**src/rtl/vend_pkg.sv**
```systemverilog
// Shared definitions for the vending-machine blocks: dispenser state encoding,
// coin values and the millisecond-to-clock-cycle conversion.
package vend_pkg;

    typedef enum logic [1:0] {
        ST_IDLE      = 2'd0,
        ST_COLA_ON   = 2'd1,
        ST_CHANGE_ON = 2'd2,
        ST_GAP       = 2'd3
    } vend_state_t;

    // Coin values in half-coin units.
    localparam int unsigned COIN_HALF = 1;
    localparam int unsigned COIN_ONE  = 2;
    localparam int unsigned COLA_PRICE = 5;

    function automatic int unsigned ms_to_cyc(input int unsigned clk_hz, input int unsigned ms);
        return (clk_hz / 1000) * ms;
    endfunction

endpackage

```
**src/rtl/vend_ms_timer.sv**
```systemverilog
// Loadable down-counter; stops at zero and flags it. Load has priority over counting.
module vend_ms_timer #(
    parameter int W = 8
) (
    input  logic         clk,
    input  logic         rst,
    input  logic         load,
    input  logic [W-1:0] load_val,
    output logic [W-1:0] cnt,
    output logic         zero
);

    logic [W-1:0] cnt_q, cnt_d;

    always_comb begin
        cnt_d = cnt_q;
        if (load)
            cnt_d = load_val;
        else if (cnt_q != '0)
            cnt_d = cnt_q - W'(1);
    end

    always_ff @(posedge clk or posedge rst) begin
        if (rst)
            cnt_q <= '0;
        else
            cnt_q <= cnt_d;
    end

    assign cnt  = cnt_q;
    assign zero = (cnt_q == '0);

endmodule

```
**src/rtl/vend_dispense_seq.sv**
```systemverilog
// Cola/change solenoid sequencer with request queueing and timed hold/gap phases.
// Define VEND_DISPENSE_RR_EN for round-robin arbitration instead of strict cola priority.
module vend_dispense_seq
    import vend_pkg::*;
#(
    parameter int unsigned CLK_HZ   = 50_000_000,
    parameter int unsigned PULSE_MS = 200,
    parameter int unsigned GAP_MS   = 100,
    parameter int unsigned CNT_W    = 3
) (
    input  logic             sys_clk,
    input  logic             sys_rst,
    input  logic             pi_cola,
    input  logic             pi_change,
    output logic             po_cola_drv,
    output logic             po_change_drv,
    output logic             po_busy,
    output logic             po_overflow,
    output logic [CNT_W-1:0] po_cola_pend,
    output logic [CNT_W-1:0] po_change_pend
);

    localparam int unsigned HOLD_CYC = ms_to_cyc(CLK_HZ, PULSE_MS);
    localparam int unsigned GAP_CYC  = ms_to_cyc(CLK_HZ, GAP_MS);
    localparam int unsigned TMAX     = (HOLD_CYC > GAP_CYC) ? HOLD_CYC : GAP_CYC;
    localparam int          TW       = $clog2(TMAX + 1);
    localparam logic [CNT_W-1:0] PMAX = '1;

    vend_state_t      state_q, state_d;
    logic [CNT_W-1:0] cola_pend_q, cola_pend_d;
    logic [CNT_W-1:0] change_pend_q, change_pend_d;
    logic             ovf_q, ovf_d;
    logic             busy_q, cola_drv_q, change_drv_q;

    logic             tmr_load, tmr_zero;
    logic [TW-1:0]    tmr_val, tmr_cnt;
    logic             launch, pick_cola, pick_change, prefer_cola;
    logic             start_cola, start_change, cola_acc, change_acc;

    vend_ms_timer #(.W(TW)) u_timer (
        .clk      (sys_clk),
        .rst      (sys_rst),
        .load     (tmr_load),
        .load_val (tmr_val),
        .cnt      (tmr_cnt),
        .zero     (tmr_zero)
    );

`ifdef VEND_DISPENSE_RR_EN
    // Set when cola was the last type started; reset value favours cola on the first tie.
    logic last_cola_q, last_cola_d;

    always_comb begin
        last_cola_d = last_cola_q;
        if (start_cola)
            last_cola_d = 1'b1;
        else if (start_change)
            last_cola_d = 1'b0;
    end

    always_ff @(posedge sys_clk or posedge sys_rst) begin
        if (sys_rst)
            last_cola_q <= 1'b0;
        else
            last_cola_q <= last_cola_d;
    end

    assign prefer_cola = ~last_cola_q;
`else
    assign prefer_cola = 1'b1;
`endif

    assign pick_cola   = (cola_pend_q != '0) && ((change_pend_q == '0) || prefer_cola);
    assign pick_change = (change_pend_q != '0) && !pick_cola;
    assign cola_acc    = pi_cola && (cola_pend_q != PMAX);
    assign change_acc  = pi_change && (change_pend_q != PMAX);

    always_comb begin
        state_d      = state_q;
        tmr_load     = 1'b0;
        tmr_val      = '0;
        launch       = 1'b0;
        start_cola   = 1'b0;
        start_change = 1'b0;

        case (state_q)
            ST_IDLE: launch = 1'b1;
            ST_COLA_ON, ST_CHANGE_ON: begin
                if (tmr_zero) begin
                    state_d  = ST_GAP;
                    tmr_load = 1'b1;
                    tmr_val  = TW'(GAP_CYC - 1);
                end
            end
            ST_GAP: begin
                if (tmr_zero) begin
                    state_d = ST_IDLE;
                    launch  = 1'b1;
                end
            end
            default: state_d = ST_IDLE;
        endcase

        // GAP expiry jumps straight into the next dispense when work is queued.
        if (launch && (pick_cola || pick_change)) begin
            state_d      = pick_cola ? ST_COLA_ON : ST_CHANGE_ON;
            tmr_load     = 1'b1;
            tmr_val      = TW'(HOLD_CYC - 1);
            start_cola   = pick_cola;
            start_change = pick_change;
        end

        cola_pend_d = cola_pend_q;
        if (cola_acc && !start_cola)
            cola_pend_d = cola_pend_q + CNT_W'(1);
        else if (!cola_acc && start_cola)
            cola_pend_d = cola_pend_q - CNT_W'(1);

        change_pend_d = change_pend_q;
        if (change_acc && !start_change)
            change_pend_d = change_pend_q + CNT_W'(1);
        else if (!change_acc && start_change)
            change_pend_d = change_pend_q - CNT_W'(1);

        ovf_d = ovf_q | (pi_cola && !cola_acc) | (pi_change && !change_acc);
    end

    always_ff @(posedge sys_clk or posedge sys_rst) begin
        if (sys_rst) begin
            state_q       <= ST_IDLE;
            cola_pend_q   <= '0;
            change_pend_q <= '0;
            ovf_q         <= 1'b0;
            busy_q        <= 1'b0;
            cola_drv_q    <= 1'b0;
            change_drv_q  <= 1'b0;
        end else begin
            state_q       <= state_d;
            cola_pend_q   <= cola_pend_d;
            change_pend_q <= change_pend_d;
            ovf_q         <= ovf_d;
            busy_q        <= (state_d != ST_IDLE) || (cola_pend_d != '0) || (change_pend_d != '0);
            cola_drv_q    <= (state_d == ST_COLA_ON);
            change_drv_q  <= (state_d == ST_CHANGE_ON);
        end
    end

    assign po_cola_drv    = cola_drv_q;
    assign po_change_drv  = change_drv_q;
    assign po_busy        = busy_q;
    assign po_overflow    = ovf_q;
    assign po_cola_pend   = cola_pend_q;
    assign po_change_pend = change_pend_q;

endmodule

```
**config.mk**
```make
export PLATFORM = sky130hd
export DESIGN_NAME = vend_dispense_seq
export DESIGN_NICKNAME = d
export VERILOG_FILES = /design/src/rtl/vend_pkg.sv /design/src/rtl/vend_ms_timer.sv /design/src/rtl/vend_dispense_seq.sv
export SDC_FILE = /design/constraint.sdc
export NUM_CORES = 1
export LEC_CHECK = 0
export BUFFER_PORTS_ARGS = -buffer_cell sky130_fd_sc_hd__buf_4
export CORE_MARGIN = 5
export CORE_UTILIZATION = 54
export DETAILED_ROUTE_END_ITERATION = 8
export PLACE_DENSITY = 0.78
export REMOVE_ABC_BUFFERS = 1
export SETUP_SLACK_MARGIN = 0.3
export SLEW_MARGIN = 25
export SYNTH_ARGS = -nofsm -noshare
export SYNTH_HDL_FRONTEND = slang
export SYNTH_SLANG_ARGS = --single-unit
```
**constraint.sdc**
```tcl
create_clock -name sys_clk -period 3.12 [get_ports sys_clk]
set_clock_uncertainty 0.2 [all_clocks]
set_input_delay 0.312 -clock sys_clk [delete_from_list [all_inputs] [get_ports sys_clk]]
set_output_delay 0.312 -clock sys_clk [all_outputs]
set_load 0.1 [all_outputs]
```
---- Word level (Yosys, flattened, before mapping) ----
Cells that the tools add are included.
storage, ports and cells
  memories ................................ 0
  register bits ........................... 36
  output and inout port bits .............. 10
  bits in writable memories ............... 0
  word-level logic and storage cells ...... 70
  bits in read-only memories .............. 0
  input port bits ......................... 4
  bits in latches ......................... 0
cells by class
  add/subtract/negate cells ............... 5
  multipliers ............................. 0
  reduce and logical (&&, ||, !) cells .... 28
  $lt $le $gt $ge ......................... 0
  bitwise logic cells ..................... 2
  div/mod/pow operators ................... 0
  shift operators ......................... 0
  muxes and demuxes ....................... 20
  equality and inequality tests ........... 7
operators with widths
  kind                                                                   number
  24-bit two-way mux                                                     3
  23-bit two-way mux                                                     2
  24-bit logical NOT                                                     1
  24-bit nonzero test                                                    1
  24-bit by 1-bit subtractor with 24-bit output (second input constant)  1
  3-bit two-way mux                                                      4
  3-bit nonzero test                                                     4
  1-bit logical AND                                                      10
  2-bit two-way mux                                                      4
  3-bit by 1-bit adder with 3-bit output (second input constant)         2
  2-bit == test (second input constant)                                  3
  3-bit != test (second input constant)                                  2
  3-bit by 1-bit subtractor with 3-bit output (second input constant)    2
  1-bit logical NOT                                                      5
  1-bit two-way mux                                                      5
  2-bit by 1-bit == test with 1-bit output (second input constant)       2
  2-bit one-hot mux with 2 select lines                                  1
  2-bit nonzero test                                                     2
  1-bit logical OR                                                       3
  2-bit logical NOT                                                      1
  1-bit OR                                                               2
  1-bit one-hot mux with 2 select lines                                  1
  2-bit OR reduction                                                     1

---- Depth between registers and ports, before layout ----
Gate-level depths: netlist of the first run.
  word-level depth ........................ 12
  mapped depth ............................ 10
  mapped depth without buffers ............ 9

---- Hierarchy ----
Synthesis of the first run repeated with hierarchy kept, for this count alone.
second synthesis, totals
  cell total of the unflattened synthesis .. 270
  area, all modules ....................... 2,441.1 sq um
by module, submodules not included
  module             sequential area each (sq um)  times used  cells each  area an instance (sq um)
  vend_ms_timer      600.6                         1           178         1,581.5
  vend_dispense_seq  300.3                         1           92          859.6

---- Worst setup path before layout of the first run ----
No wires, ideal clock.
  kind .................................... flip-flop to flip-flop
  start point ............................. register cola_pend_q[0], in the netlist po_cola_pend[0]
  end point ............................... register busy_q, in the netlist po_busy
  period minus slack after synthesis ...... 3.540 ns
  buffers on the path ..................... 1
  data arrival time ....................... 3.201 ns
  library setup time ...................... 0.139 ns
  data required time ...................... 2.781 ns
  cell stages (with the launch flop) ...... 10
  setup slack ............................. -0.420 ns
  path through ............................ dfrtp_1 -> inv_1 -> ha_1 -> nor2b_1 -> clkbuf_1 -> nand2b_1 -> nor2_4 -> xnor3_1 -> or4b_1 -> or4b_1
on the way
  elaborated cells on any way between the ends .. 29
  those cells by class .................... add/sub: 2; eq/ne: 1; mux: 8; reduce/logical: 18
RTL lines
  item                                                    line                                                text
  from (decl)                                             vend_dispense_seq.sv:30                             logic [CNT_W-1:0] cola_pend_q, cola_pend_d;
  from (signal assigned)                                  vend_dispense_seq.sv:139                            cola_pend_q <= cola_pend_d;
  3-bit nonzero test *                                    vend_dispense_seq.sv:73                             assign pick_cola = (cola_pend_q != '0) && ((change_pend_q == '0) || prefer_cola);
  1-bit logical NOT                                       vend_dispense_seq.sv:74                             assign pick_change = (change_pend_q != '0) && !pick_cola;
  1-bit logical AND                                       vend_dispense_seq.sv:74
  1-bit logical OR                                        vend_dispense_seq.sv:105                            if (launch && (pick_cola || pick_change)) begin
  1-bit logical AND                                       vend_dispense_seq.sv:105
  1-bit two-way mux *                                     vend_dispense_seq.sv:105
  1-bit logical AND or 1-bit logical NOT (tied branches)  vend_dispense_seq.sv:122, vend_dispense_seq.sv:120
  3-bit two-way mux or 1-bit logical AND (tied branches)  vend_dispense_seq.sv:122, vend_dispense_seq.sv:120
  3-bit two-way mux *                                     vend_dispense_seq.sv:120                            if (change_acc && !start_change)
  via change_pend_d[0]                                    vend_dispense_seq.sv:31                             logic [CNT_W-1:0] change_pend_q, change_pend_d;
  3-bit nonzero test *                                    vend_dispense_seq.sv:142                            busy_q <= (state_d != ST_IDLE) || (cola_pend_d != '0) || (change_pend_d != '0);
  1-bit logical OR *                                      vend_dispense_seq.sv:142
  to (signal assigned)                                    vend_dispense_seq.sv:142
  to (decl)                                               vend_dispense_seq.sv:33                             logic busy_q, cola_drv_q, change_drv_q;
The timed path passes the listed nets; every way through them passes the cells marked *.
A chain may end at the register's enable or synchronous reset.

---- Final worst setup path of the first run ----
  start point ............................. register u_timer.cnt_q[4], in the netlist u_timer.cnt[4]
  end point ............................... register busy_q, in the netlist po_busy
on the way
  elaborated cells on any way between the ends .. 25
  those cells by class .................... mux: 12; reduce/logical: 13
RTL lines
  item                                                    line                                                text
  from (decl)                                             vend_ms_timer.sv:13                                 logic [W-1:0] cnt_q, cnt_d;
  from (signal assigned)                                  vend_ms_timer.sv:27                                 cnt_q <= cnt_d;
  24-bit logical NOT *                                    vend_ms_timer.sv:31                                 assign zero = (cnt_q == '0);
  1-bit two-way mux *                                     vend_dispense_seq.sv:96                             if (tmr_zero) begin
  1-bit one-hot mux with 2 select lines *                 vend_dispense_seq.sv:86                             case (state_q)
  1-bit logical AND *                                     vend_dispense_seq.sv:105
  1-bit two-way mux *                                     vend_dispense_seq.sv:105
  1-bit logical AND or 1-bit logical NOT (tied branches)  vend_dispense_seq.sv:122, vend_dispense_seq.sv:120
  3-bit two-way mux or 1-bit logical AND (tied branches)  vend_dispense_seq.sv:122, vend_dispense_seq.sv:120
  3-bit two-way mux *                                     vend_dispense_seq.sv:120
  via change_pend_d[0]                                    vend_dispense_seq.sv:31
  3-bit nonzero test *                                    vend_dispense_seq.sv:142
  1-bit logical OR *                                      vend_dispense_seq.sv:142
Marks and branches as above.

==> results.txt, run 1 <==
----------------------------------------------------
[Routing]
  Met1 Routed Length ... between 2 and 2.5 mm
  Residual DRC count ... 0
  Routed length per instance ... 15.86 um
  DR top layer ... met4
  Via count ... 1,652
  Number of iterations in the first detailed-routing pass ... 4
  Count of nets left with antenna violations after detail routing ... 0
  Wire length reported by the detailed router ... 4.679 mm
  Met3 routed wirelength ... 134 um
  Via density per instance ... 5.600
  Metal2 WL ... about 2.2 mm
  Drt first-iter violations ... roughly 110

[Floorplan]
  Floorplan die height ... 72.67 um
  Die width ... ~73 um
  Placeable core region ... 3744 um^2
  Number of primary I/O pins ... 14
  Effective utilization at floorplan ... 0.5665
  Area enclosed by the die boundary ... 5281 um^2
  Core Rows ... 22

[Yosys]
  Yosys warns ... 0
  Number of register bits inferred by synthesis ... 36
  Number of distinct library cells after synthesis ... 41
  Netlist area before placement ... 2121 um^2
  List of most frequent post-synthesis cells ... sky130_fd_sc_hd__dfrtp_1, sky130_fd_sc_hd__nand2_1, sky130_fd_sc_hd__xnor2_1
  Avg Cell Area, Syn ... 9.818 um^2
  Ys flop type ... sky130_fd_sc_hd__dfrtp_1
  Top cells by area, synth ... sky130_fd_sc_hd__dfrtp_1, sky130_fd_sc_hd__ha_1, sky130_fd_sc_hd__xnor2_1
  Largest area contributor in the netlist ... sky130_fd_sc_hd__dfrtp_1
  Number of cells produced by synthesis ... 216
  Library cell with the highest instance count after synthesis ... sky130_fd_sc_hd__dfrtp_1
  Share of the synthesized area in the top cell type ... 0.4248
  EDFF count, synth ... 0
  Sequential area share after synthesis ... 0.4248
  Share of synthesized registers carrying an async set or reset ... 1.000

[STA]
  Worst max-slew margin expressed relative to the limit ... 0.4784
  Period Utilization, post-route ... 0.9393
  Worst slew pin tran ... 775.3 ps
  Peak Freq ... 341.2 MHz
  Final Hold Fails ... 0
  Final setup violation count ... 0
  Number of max-slew violations in the final report ... 0
  RSZ-0062 raised after global routing ... true
  Shortest clock period the worst path allows after layout ... between 2000 and 3000 ps

[GRT]
  Initial antenna violation count ... 0
  GRT Overall Usage ... 0.1961
  Wire length of the first global-routing pass ... 7.948 mm
  Via count of the first global-routing pass ... about 1.7k
  Total global routing overflow ... 0
  Largest net degree at the start of global routing ... 37

[Status]
  Status ... complete, no violations

[Flow run]
  Maximum capacitance violations ... 0

[Setup path]
  Required time reported for the critical path endpoint ... between 3000 and 4000 ps
  Crit-path max FO ... 5
  Worst setup EP type ... flop
  Critical path class ... reg -> reg
  Arrival time of data at the critical path endpoint ... slightly below 3000 ps
  Worst setup SP type ... flop

[Clock network]
  Maximum buffer depth of the clock tree ... 2
  Sink count of the clock tree ... 36
  Clock-pin slew on the worst setup and hold paths ... around 80 ps
  CTS root buffer ... sky130_fd_sc_hd__clkbuf_8
  TritonCTS clock tree ... yes
  TritonCTS buffer count ... 5
  Number of H-tree branching levels ... 2
  Worst-skew pair later-pin latency ... approximately 300 ps

[Place]
  Final estimated routing congestion in global placement ... around 0.83
  Number of port buffers ... 13
  Instance count after placement with tap cells included ... 278
  Area post-placement ... 2305 um^2
  Hpwl dp ... 3.094 mm

[Finish]
  Share of final-layout standard cells stronger than drive strength 1 ... 0.2591
  Area added between synthesis and finish ... 24.72%
  NumNets Final ... between 200 and 300
  Filler instances ... 294
  Final non-filler cell area ... 2645 um^2
  Number of standard cells in the layout, taps in and fillers out ... 295
  Antenna fix cells ... 0

[Power]
  Power density normalized to cell area ... between 600 and 700 nW/um^2
  Lkg Pwr ... 1.073 nW
  Maximum VDD drop ... about 0.00085 V

[Hold path]
  Path category of the worst min-delay check ... in -> reg

----------------------------------------------------
## per-stage QoR
step	TNS [ps]	hold slack, ps	power, mW	util	setup WS (ps)
2_1_floorplan	-363.8	253.6	1.078	-	-363.8
3_3_place_gp	0	254.2	1.219	0.6156	129.6
3_5_place_dp	0	254.7	1.233	0.6156	32.87
4_1_cts	0	56.72	1.818	0.6875	225.4
5_1_grt	0	49.91	1.923	0.7066	141.1
6_report	0	62.98	1.831	0.7066	189.5
## report_power, final
group	internal, mW	leakage [nW]	switching, mW
clock network	0.400	0.0784	0.176
logic	0.211	0.594	0.487
registers	0.508	0.401	0.0482
## cells by family after synthesis
| group | count (synthesis) | share of synthesized area |
|---|---|---|
| simple gates | 93 | 0.2590 |
| xor+xnor | 25 | 0.1097 |
| flops | 36 | 0.4248 |
| compound gates | 33 | 0.1056 |
| fa+ha+maj | 12 | 0.07079 |
| buf+inv | 17 | 0.03009 |
## flip-flops by register name (all words and copies together) (netlist names)
register,cells
po_cola_drv,1
po_overflow,1
po_change_pend,3
state_q,2
u_timer.cnt,24
po_change_drv,1
po_busy,1
po_cola_pend,3
## repair_timing
action | CTS | global route
hold buffers | 1 | 0
gates cloned | 0 | 0
buffers inserted | 6 | 2
setup endpoints to repair | 2 | 2
gates resized for setup | 16 | 14
pin swaps | 9 | 4
hold endpoints to repair | 36 | 0
## final cells by class
class,count,area [um^2],share of cell area
well taps,48,60.06,0.02271
clock buffers,5,68.82,0.02602
clock inverters,3,90.09,0.03406
repair buffers,28,216.5,0.08184
inverters,12,45.04,0.01703
flip-flops and latches,36,905.9,0.3425
multi-input cells,163,1259,0.4759
## worst paths after layout
path	from	end	slack, ps	cells past startpoint
max in group asynchronous	sys_rst	u_timer.cnt[10]	1890	4
min in group asynchronous	sys_rst	u_timer.cnt[19]	470	4
worst max-delay path	u_timer.cnt[4]	po_busy	190	7
worst min-delay path	pi_change	po_overflow	60	2
worst min register to register	po_overflow	po_overflow	300	1
worst max register to register	u_timer.cnt[4]	po_busy	190	7
## worst max-delay path, stage by stage (launching register included)
cell                      delay, ps
sky130_fd_sc_hd__dfrtp_1        440
sky130_fd_sc_hd__nor4_4         330
sky130_fd_sc_hd__and4_4         310
sky130_fd_sc_hd__a41oi_4        130
sky130_fd_sc_hd__nor2_4         120
sky130_fd_sc_hd__xnor3_1        240
sky130_fd_sc_hd__or4b_1         540
sky130_fd_sc_hd__or4b_4         490
## cells in the final DEF, fill, tap and decap left out, types with 2 or more instances in the layout
cell type                   count
sky130_fd_sc_hd__a211oi_1       3
sky130_fd_sc_hd__a21o_1         2
sky130_fd_sc_hd__a21oi_1        7
sky130_fd_sc_hd__and2_1         4
sky130_fd_sc_hd__buf_4         26
sky130_fd_sc_hd__bufinv_16      3
sky130_fd_sc_hd__clkbuf_8       5
sky130_fd_sc_hd__dfrtp_1       32
sky130_fd_sc_hd__dfrtp_2        4
sky130_fd_sc_hd__ha_1          11
sky130_fd_sc_hd__inv_1         10
sky130_fd_sc_hd__inv_2          2
sky130_fd_sc_hd__nand2_1       21
sky130_fd_sc_hd__nand2b_1       2
sky130_fd_sc_hd__nand3_1        6
sky130_fd_sc_hd__nand4b_1       2
sky130_fd_sc_hd__nor2_1        12
sky130_fd_sc_hd__nor2b_1        5
sky130_fd_sc_hd__nor3_1         7
sky130_fd_sc_hd__nor4_1         6
sky130_fd_sc_hd__nor4_4         4
sky130_fd_sc_hd__o211ai_1       2
sky130_fd_sc_hd__o21ai_0       10
sky130_fd_sc_hd__o21ai_1        2
sky130_fd_sc_hd__or3_1          2
sky130_fd_sc_hd__or3_4          2
sky130_fd_sc_hd__or4_4          2
sky130_fd_sc_hd__xnor2_1       15
sky130_fd_sc_hd__xor2_1         9
## per-layer routing
layer | vias up | track usage
met5 | - | 0
met4 | 0 | 0.06352
met3 | 8 | 0.05647
met2 | 23 | 0.2986
met1 | 800 | 0.2685
li1 | 821 | -
Power figures use the tool's default switching activity.
==> run 2: changes to the inputs <==
Settings changed: CORE_UTILIZATION 54 to 25, PLACE_DENSITY 0.78 to 0.43.
Clock period 3.12 ns to 3 ns, I/O delays scaled along.
==> run 2 against run 1 <==
Against the previous run: global-route usage decreased by 8.5 points; clock power fell by 18%; via count grew 4.5%; sequential power grew 4.0%; critical path type unchanged; critical path depth up 1; sequential cell count did not move; final cell count is 29% higher; non-clock buffer count up 30; count of clock-buffer cells in the layout increased by 2; fmax increased by 0.24%.
==> results.txt, run 2 (synthesized netlist as in run 1, its figures left out) <==
----------------------------------------------------
[Status]
  Status ... complete, no violations

[Hold path]
  Source of the worst hold timing path ... pi_change
  Hold Crit Endpoint ... po_overflow
  Path category of the worst min-delay check ... in -> reg
  Worst hold path stage count ... 2 (unchanged)

[Setup path]
  Worst-case reg-to-reg path depth ... 8 (+1)
  Worst setup slack for register-to-register paths ... 80 ps (-110 ps)
  Required time reported for the critical path endpoint ... 2950 ps (-140 ps)
  R2r startpoint ... u_timer.cnt[10]
  Crit-path max FO ... 2 (-3)
  Worst setup SP type ... flop
  Critical path class ... reg -> reg
  Arrival time of data at the critical path endpoint ... 2880 ps (-20 ps)
  FF-to-FF End ... u_timer.cnt[20]
  Worst setup EP type ... flop

[Place]
  Final estimated routing congestion in global placement ... 0.7523 (-9.3%)
  Instance count after placement with tap cells included ... 366 (+32%)
  Hpwl dp ... 3.804 mm (+23%)
  Post-Place Setup Slack ... -47.79 ps (-80.66 ps)
  Number of port buffers ... 13 (unchanged)

[Finish]
  Most used cells in the layout excluding fill and tap cells ... sky130_fd_sc_hd__buf_4, sky130_fd_sc_hd__dfrtp_1, sky130_fd_sc_hd__nand2_1
  Number of standard cells in the layout, taps in and fillers out ... 382 (+29%)
  Most common cell after layout, fill and taps aside ... sky130_fd_sc_hd__buf_4
  Flip-flop count of the largest register after layout ... 24 (unchanged)
  Area added between synthesis and finish ... 36.64%
  Share of the core filled with cells ... 0.3509 (-0.3556)
  Antenna fix cells ... 0 (unchanged)
  NumNets Final ... 292 (+11%)
  Share of final-layout standard cells stronger than drive strength 1 ... 0.3141 (+0.05497)

[Clock network]
  CTS root buffer ... sky130_fd_sc_hd__clkbuf_8
  TritonCTS buffer count ... 5 (unchanged)
  Clock-pin slew on the worst setup and hold paths ... 70 ps (about the same)
  TritonCTS clock tree ... yes
  Maximum buffer depth of the clock tree ... 2 (unchanged)
  Number of H-tree branching levels ... 2 (unchanged)
  Worst-skew pair later-pin latency ... 290 ps (about the same)
  Sink count of the clock tree ... 36 (unchanged)

[Routing]
  Residual DRC count ... 0 (unchanged)
  Drt first-iter violations ... 45 (-58%)
  Count of nets left with antenna violations after detail routing ... 0 (unchanged)
  Via density per instance ... 4.518 (-19%)
  Wire length reported by the detailed router ... 5.299 mm (+13%)
  Routed length per instance ... 13.87 um (-13%)
  Number of iterations in the first detailed-routing pass ... 4 (unchanged)
  Via count ... 1,726 (+4.5%)

[Power]
  Lkg Pwr ... 1.216 nW (+13%)
  Maximum VDD drop ... 0.0006483 V (-24%)
  Power density normalized to cell area ... 609.4 nW/um^2 (-12%)

[STA]
  Shortest clock period the worst path allows after layout ... 2923 ps (-7.028 ps)
  Final Hold Fails ... 0 (unchanged)
  Worst slew pin tran ... 634.1 ps (-141.2 ps)
  RSZ-0062 raised after global routing ... true
  Final Hold Slack ... 59.07 ps (-3.904 ps)
  Worst max-slew margin expressed relative to the limit ... 0.5740 (+0.09565)
  Final setup violation count ... 0 (unchanged)
  Peak Freq ... 342.1 MHz (+0.24%)
  Setup total negative slack ... 0 ps (unchanged)
  Number of max-slew violations in the final report ... 0 (unchanged)
  Period Utilization, post-route ... 0.9745 (+0.03523)
  Final worst setup slack ... 76.53 ps (-113.0 ps)

[GRT]
  Wire length of the first global-routing pass ... 9.052 mm (+14%)
  GRT Overall Usage ... 0.1109 (-0.08525)
  Total global routing overflow ... 0 (unchanged)
  Initial antenna violation count ... 0 (unchanged)
  Via count of the first global-routing pass ... 1,807 (+9.0%)
  Largest net degree at the start of global routing ... 37 (unchanged)

[Floorplan]
  Core Rows ... 33 (+50%)
  Effective utilization at floorplan ... 0.2568 (-0.3097)
  Number of primary I/O pins ... 14 (unchanged)
  Area enclosed by the die boundary ... 10,430 um^2 (+97%)
  Floorplan die height ... 102.1 um (+41%)
  Die width ... 102.1 um (+41%)
  Placeable core region ... 8258 um^2 (+120%)

[Flow run]
  Maximum capacitance violations ... 0 (unchanged)

----------------------------------------------------
## run 2: report_power, final
| group | leakage [nW] | internal (mW) | switching (mW) |
|---|---|---|---|
| registers | 0.403 | 0.528 | 0.0494 |
| logic | 0.748 | 0.216 | 0.499 |
| clock network | 0.0645 | 0.293 | 0.180 |
| total | 1.22 | 1.04 | 0.728 |
## run 2: metal layers
metal / vias to the layer above / GRT usage / wire, um
met5: - / 0 / 0
met4: 0 / 0.03431 / 65
met3: 7 / 0.02594 / 169
met2: 26 / 0.1754 / 2567
met1: 817 / 0.1505 / 2497
li1: 876 / - / -
## run 2: worst max-delay path by stage
stage,cells past startpoint,start,slack (ps),endpoint
global route,8,u_timer.cnt[5],0.5,po_busy
floorplan,8,po_cola_pend[0],-480,po_busy
detailed placement,9,u_timer.cnt[1],-50,po_busy
global placement,8,u_timer.cnt[10],0.4,u_timer.cnt[20]
finish,8,u_timer.cnt[10],80,u_timer.cnt[20]
CTS,9,u_timer.cnt[1],70,po_busy
## run 2: per-stage QoR
step                power, mW  area, um^2
finish                  1.766        2898
global route            1.873        2898
CTS                     1.789        2836
detailed placement      1.297        2609
global placement        1.296        2609
floorplan               1.121        2102
## run 2: worst max-delay path: stages, from the launching register on
cell	delay (ps)
sky130_fd_sc_hd__dfrtp_1	390
sky130_fd_sc_hd__buf_6	120
sky130_fd_sc_hd__or4_4	530
sky130_fd_sc_hd__or3_4	350
sky130_fd_sc_hd__or4_4	440
sky130_fd_sc_hd__or3_4	370
sky130_fd_sc_hd__nor3_4	140
sky130_fd_sc_hd__xnor2_1	130
sky130_fd_sc_hd__o21ai_1	100
## run 2: final cells by class
cell class	count	area, um^2
tap	105	131.4
fill	850	5360
sequential	36	902.1
multi-input combinational	163	1236
clock inverter	1	30.03
timing repair buffer	58	456.7
clock buffer	7	96.34
inverter	12	45.04
## run 2: timing repair
item	in CTS	in global routing
endpoints found under the hold margin	36	0
endpoints found under the setup margin	4	7
gates resized for setup	13	14
hold buffers	1	0
pin swaps	8	11
setup buffers	4	3
==> run 3: changes to the inputs <==
Settings changed: CORE_UTILIZATION 25 to 45, MAX_ROUTING_LAYER set to met4, PLACE_DENSITY 0.43 to 0.65.
==> run 3 against run 2 <==
Against the previous run: setup slack better by 20 ps; die area fell by 41%; register-to-register slack improved by 20 ps; total power shrank 2.5%; worst hold slack about the same; design area shrank 5.7%; final cell count is 16% lower; clock power shrank 10%; via count increased by 1.9%; highest routed layer unchanged.
==> results.txt, run 3 (synthesized netlist as in run 1, its figures left out) <==
----------------------------------------------------
[STA]
  RSZ-0062 raised after global routing ... true
  Worst max-slew margin expressed relative to the limit ... 0.6262 (+0.05218)
  Final setup violation count ... 0 (unchanged)
  Final Hold Slack ... 58.83 ps (-0.2459 ps)
  Shortest clock period the worst path allows after layout ... 2903 ps (-20.39 ps)
  Final Hold Fails ... 0 (unchanged)
  Worst slew pin tran ... 556.4 ps (-77.67 ps)
  Period Utilization, post-route ... 0.9677 (-0.006795)
  Final worst setup slack ... 96.92 ps (+20.39 ps)
  Number of max-slew violations in the final report ... 0 (unchanged)
  Peak Freq ... 344.5 MHz (+0.70%)

[Floorplan]
  Number of primary I/O pins ... 14 (unchanged)
  Effective utilization at floorplan ... 0.4550 (+0.1982)
  Core Rows ... 25 (-24%)
  Area enclosed by the die boundary ... 6186 um^2 (-41%)
  Floorplan die height ... 78.65 um (-23%)
  Placeable core region ... 4661 um^2 (-44%)
  Die width ... 78.65 um (-23%)

[Routing]
  Routed length per instance ... 15.10 um (+8.9%)
  Number of iterations in the first detailed-routing pass ... 4 (unchanged)
  Count of nets left with antenna violations after detail routing ... 0 (unchanged)
  Drt first-iter violations ... 116 (+160%)
  Via count ... 1,758 (+1.9%)
  Via density per instance ... 5.511 (+22%)
  Residual DRC count ... 0 (unchanged)
  Wire length reported by the detailed router ... 4.817 mm (-9.1%)

[Clock network]
  Number of H-tree branching levels ... 2 (unchanged)
  TritonCTS buffer count ... 5 (unchanged)
  CTS root buffer ... sky130_fd_sc_hd__clkbuf_8
  Maximum buffer depth of the clock tree ... 2 (unchanged)
  Clock-pin slew on the worst setup and hold paths ... 70 ps (about the same)
  Sink count of the clock tree ... 36 (unchanged)
  Worst-skew pair later-pin latency ... 290 ps (about the same)
  TritonCTS clock tree ... yes

[Place]
  Number of port buffers ... 13 (unchanged)
  Area post-placement ... 2455 um^2 (-5.9%)
  Post-Place Setup Slack ... -37.31 ps (+10.48 ps)
  Final estimated routing congestion in global placement ... 0.8218 (+9.2%)
  Hpwl dp ... 3.401 mm (-11%)
  Instance count after placement with tap cells included ... 303 (-17%)

[Setup path]
  FF-to-FF End ... u_timer.cnt[20]
  Cells traversed along the worst timing path ... or4_4 -> or3_4 -> or4_4 -> or3_4 -> nor3_2 -> xnor2_1 -> o21ai_0
  Critical path class ... reg -> reg
  Worst setup slack for register-to-register paths ... 100 ps (+20 ps)
  Worst-case reg-to-reg path depth ... 7 (-1)
  Required time reported for the critical path endpoint ... 2940 ps (about the same)
  R2r startpoint ... u_timer.cnt[10]
  Cell with the biggest individual delay on the critical path ... sky130_fd_sc_hd__or4_4
  Arrival time of data at the critical path endpoint ... 2850 ps (-30 ps)
  Worst setup EP type ... flop
  Delay of the slowest cell on the worst path ... 550 ps (+20 ps)
  Worst setup SP type ... flop
  Crit-path max FO ... 4 (+2)

[GRT]
  Via count of the first global-routing pass ... 1,779 (-1.5%)
  Largest net degree at the start of global routing ... 37 (unchanged)
  Initial antenna violation count ... 0 (unchanged)
  GRT Overall Usage ... 0.1757 (+0.06479)
  Total global routing overflow ... 0 (unchanged)
  Wire length of the first global-routing pass ... 8.314 mm (-8.2%)

[Finish]
  Share of final-layout standard cells stronger than drive strength 1 ... 0.2868 (-0.02729)
  Flip-flop count of the largest register after layout ... 24 (unchanged)
  Area of the multi-input gates ... 1254 um^2 (+1.4%)
  Most common cell after layout, fill and taps aside ... sky130_fd_sc_hd__buf_4
  Area taken by flip-flops and latches ... 903.4 um^2 (+0.14%)
  Number of standard cells in the layout, taps in and fillers out ... 319 (-16%)
  Filler instances ... 411 (-52%)
  Most used cells in the layout excluding fill and tap cells ... sky130_fd_sc_hd__buf_4, sky130_fd_sc_hd__dfrtp_1, sky130_fd_sc_hd__nand2_1
  Final non-filler cell area ... 2733 um^2 (-5.7%)
  Antenna fix cells ... 0 (unchanged)
  Area added between synthesis and finish ... 28.85%
  NumNets Final ... 280 (-4.1%)

[Hold path]
  Worst hold path stage count ... 2 (unchanged)
  Hold Crit Endpoint ... po_overflow
  Source of the worst hold timing path ... pi_change
  Path category of the worst min-delay check ... in -> reg

[Flow run]
  Maximum capacitance violations ... 0 (unchanged)

[Power]
  Power density normalized to cell area ... 629.9 nW/um^2 (+3.4%)
  Maximum VDD drop ... 0.0007012 V (+8.2%)
  Total Power ... 1.721 mW (-2.5%)
  Lkg Pwr ... 1.137 nW (-6.5%)

[Status]
  Status ... complete, no violations

----------------------------------------------------
==> run 3: final cells by class <==
class,instances,area share
Sequential cell,36,0.3306
Clock buffer,6,0.02656
Timing Repair Buffer,46,0.1300
Tap cell,54,0.02473
Inverter,12,0.01648
Multi-Input combinational cell,163,0.4588
Clock inverter,2,0.01282
==> run 3: report_power, final <==
group	internal (mW)	switching [mW]	total (mW)	leakage [nW]
combinational	0.224	0.496	0.720	0.677
clock	0.247	0.177	0.424	0.0552
sequential	0.528	0.0491	0.578	0.404
total	0.999	0.722	1.72	1.14
==> run 3: what timing repair did <==
action                                  in CTS  in global routing
pin swaps                                    9                  1
setup buffers                                6                  1
endpoints found under the setup margin       4                  4
hold endpoints to repair                    36                  0
hold buffers                                 1                  0
resized for setup                           15                 10
==> run 3: how the worst max path moves through the flow <==
stage                         start         endpoint  slack, ps  cells past startpoint
floorplan           po_cola_pend[0]          po_busy       -480                      8
global placement    u_timer.cnt[13]          po_busy         30                      7
detailed placement  u_timer.cnt[13]          po_busy        -40                      7
CTS                 u_timer.cnt[19]          po_busy        110                      7
global route        u_timer.cnt[16]          po_busy        -20                      7
finish              u_timer.cnt[10]  u_timer.cnt[20]        100                      7
==> run 3: critical path, delay by kind of cell (launching register included) <==
family | cells | cell delay, ps
flops | 1 | 440
compound gates | 1 | 90
xor+xnor | 1 | 140
simple gates | 5 | 1880
==> run 3: stage by stage <==
stage | util | TNS (ps)
after CTS | 0.5758 | 0
final | 0.5863 | 0
after global placement | 0.5267 | 0
after global routing | 0.5863 | -16.21
after floorplan | - | -483.8
after detailed placement | 0.5267 | -37.31
==> run 3: routing by layer <==
| layer | vias to the layer above | routed length [um] | track usage |
|---|---|---|---|
| li1 | 855 | - | - |
| met1 | 856 | 2237 | 0.2254 |
| met2 | 37 | 2302 | 0.2759 |
| met3 | 10 | 185 | 0.03899 |
| met4 | 0 | 91 | 0.05769 |
| met5 | - | 0 | - |
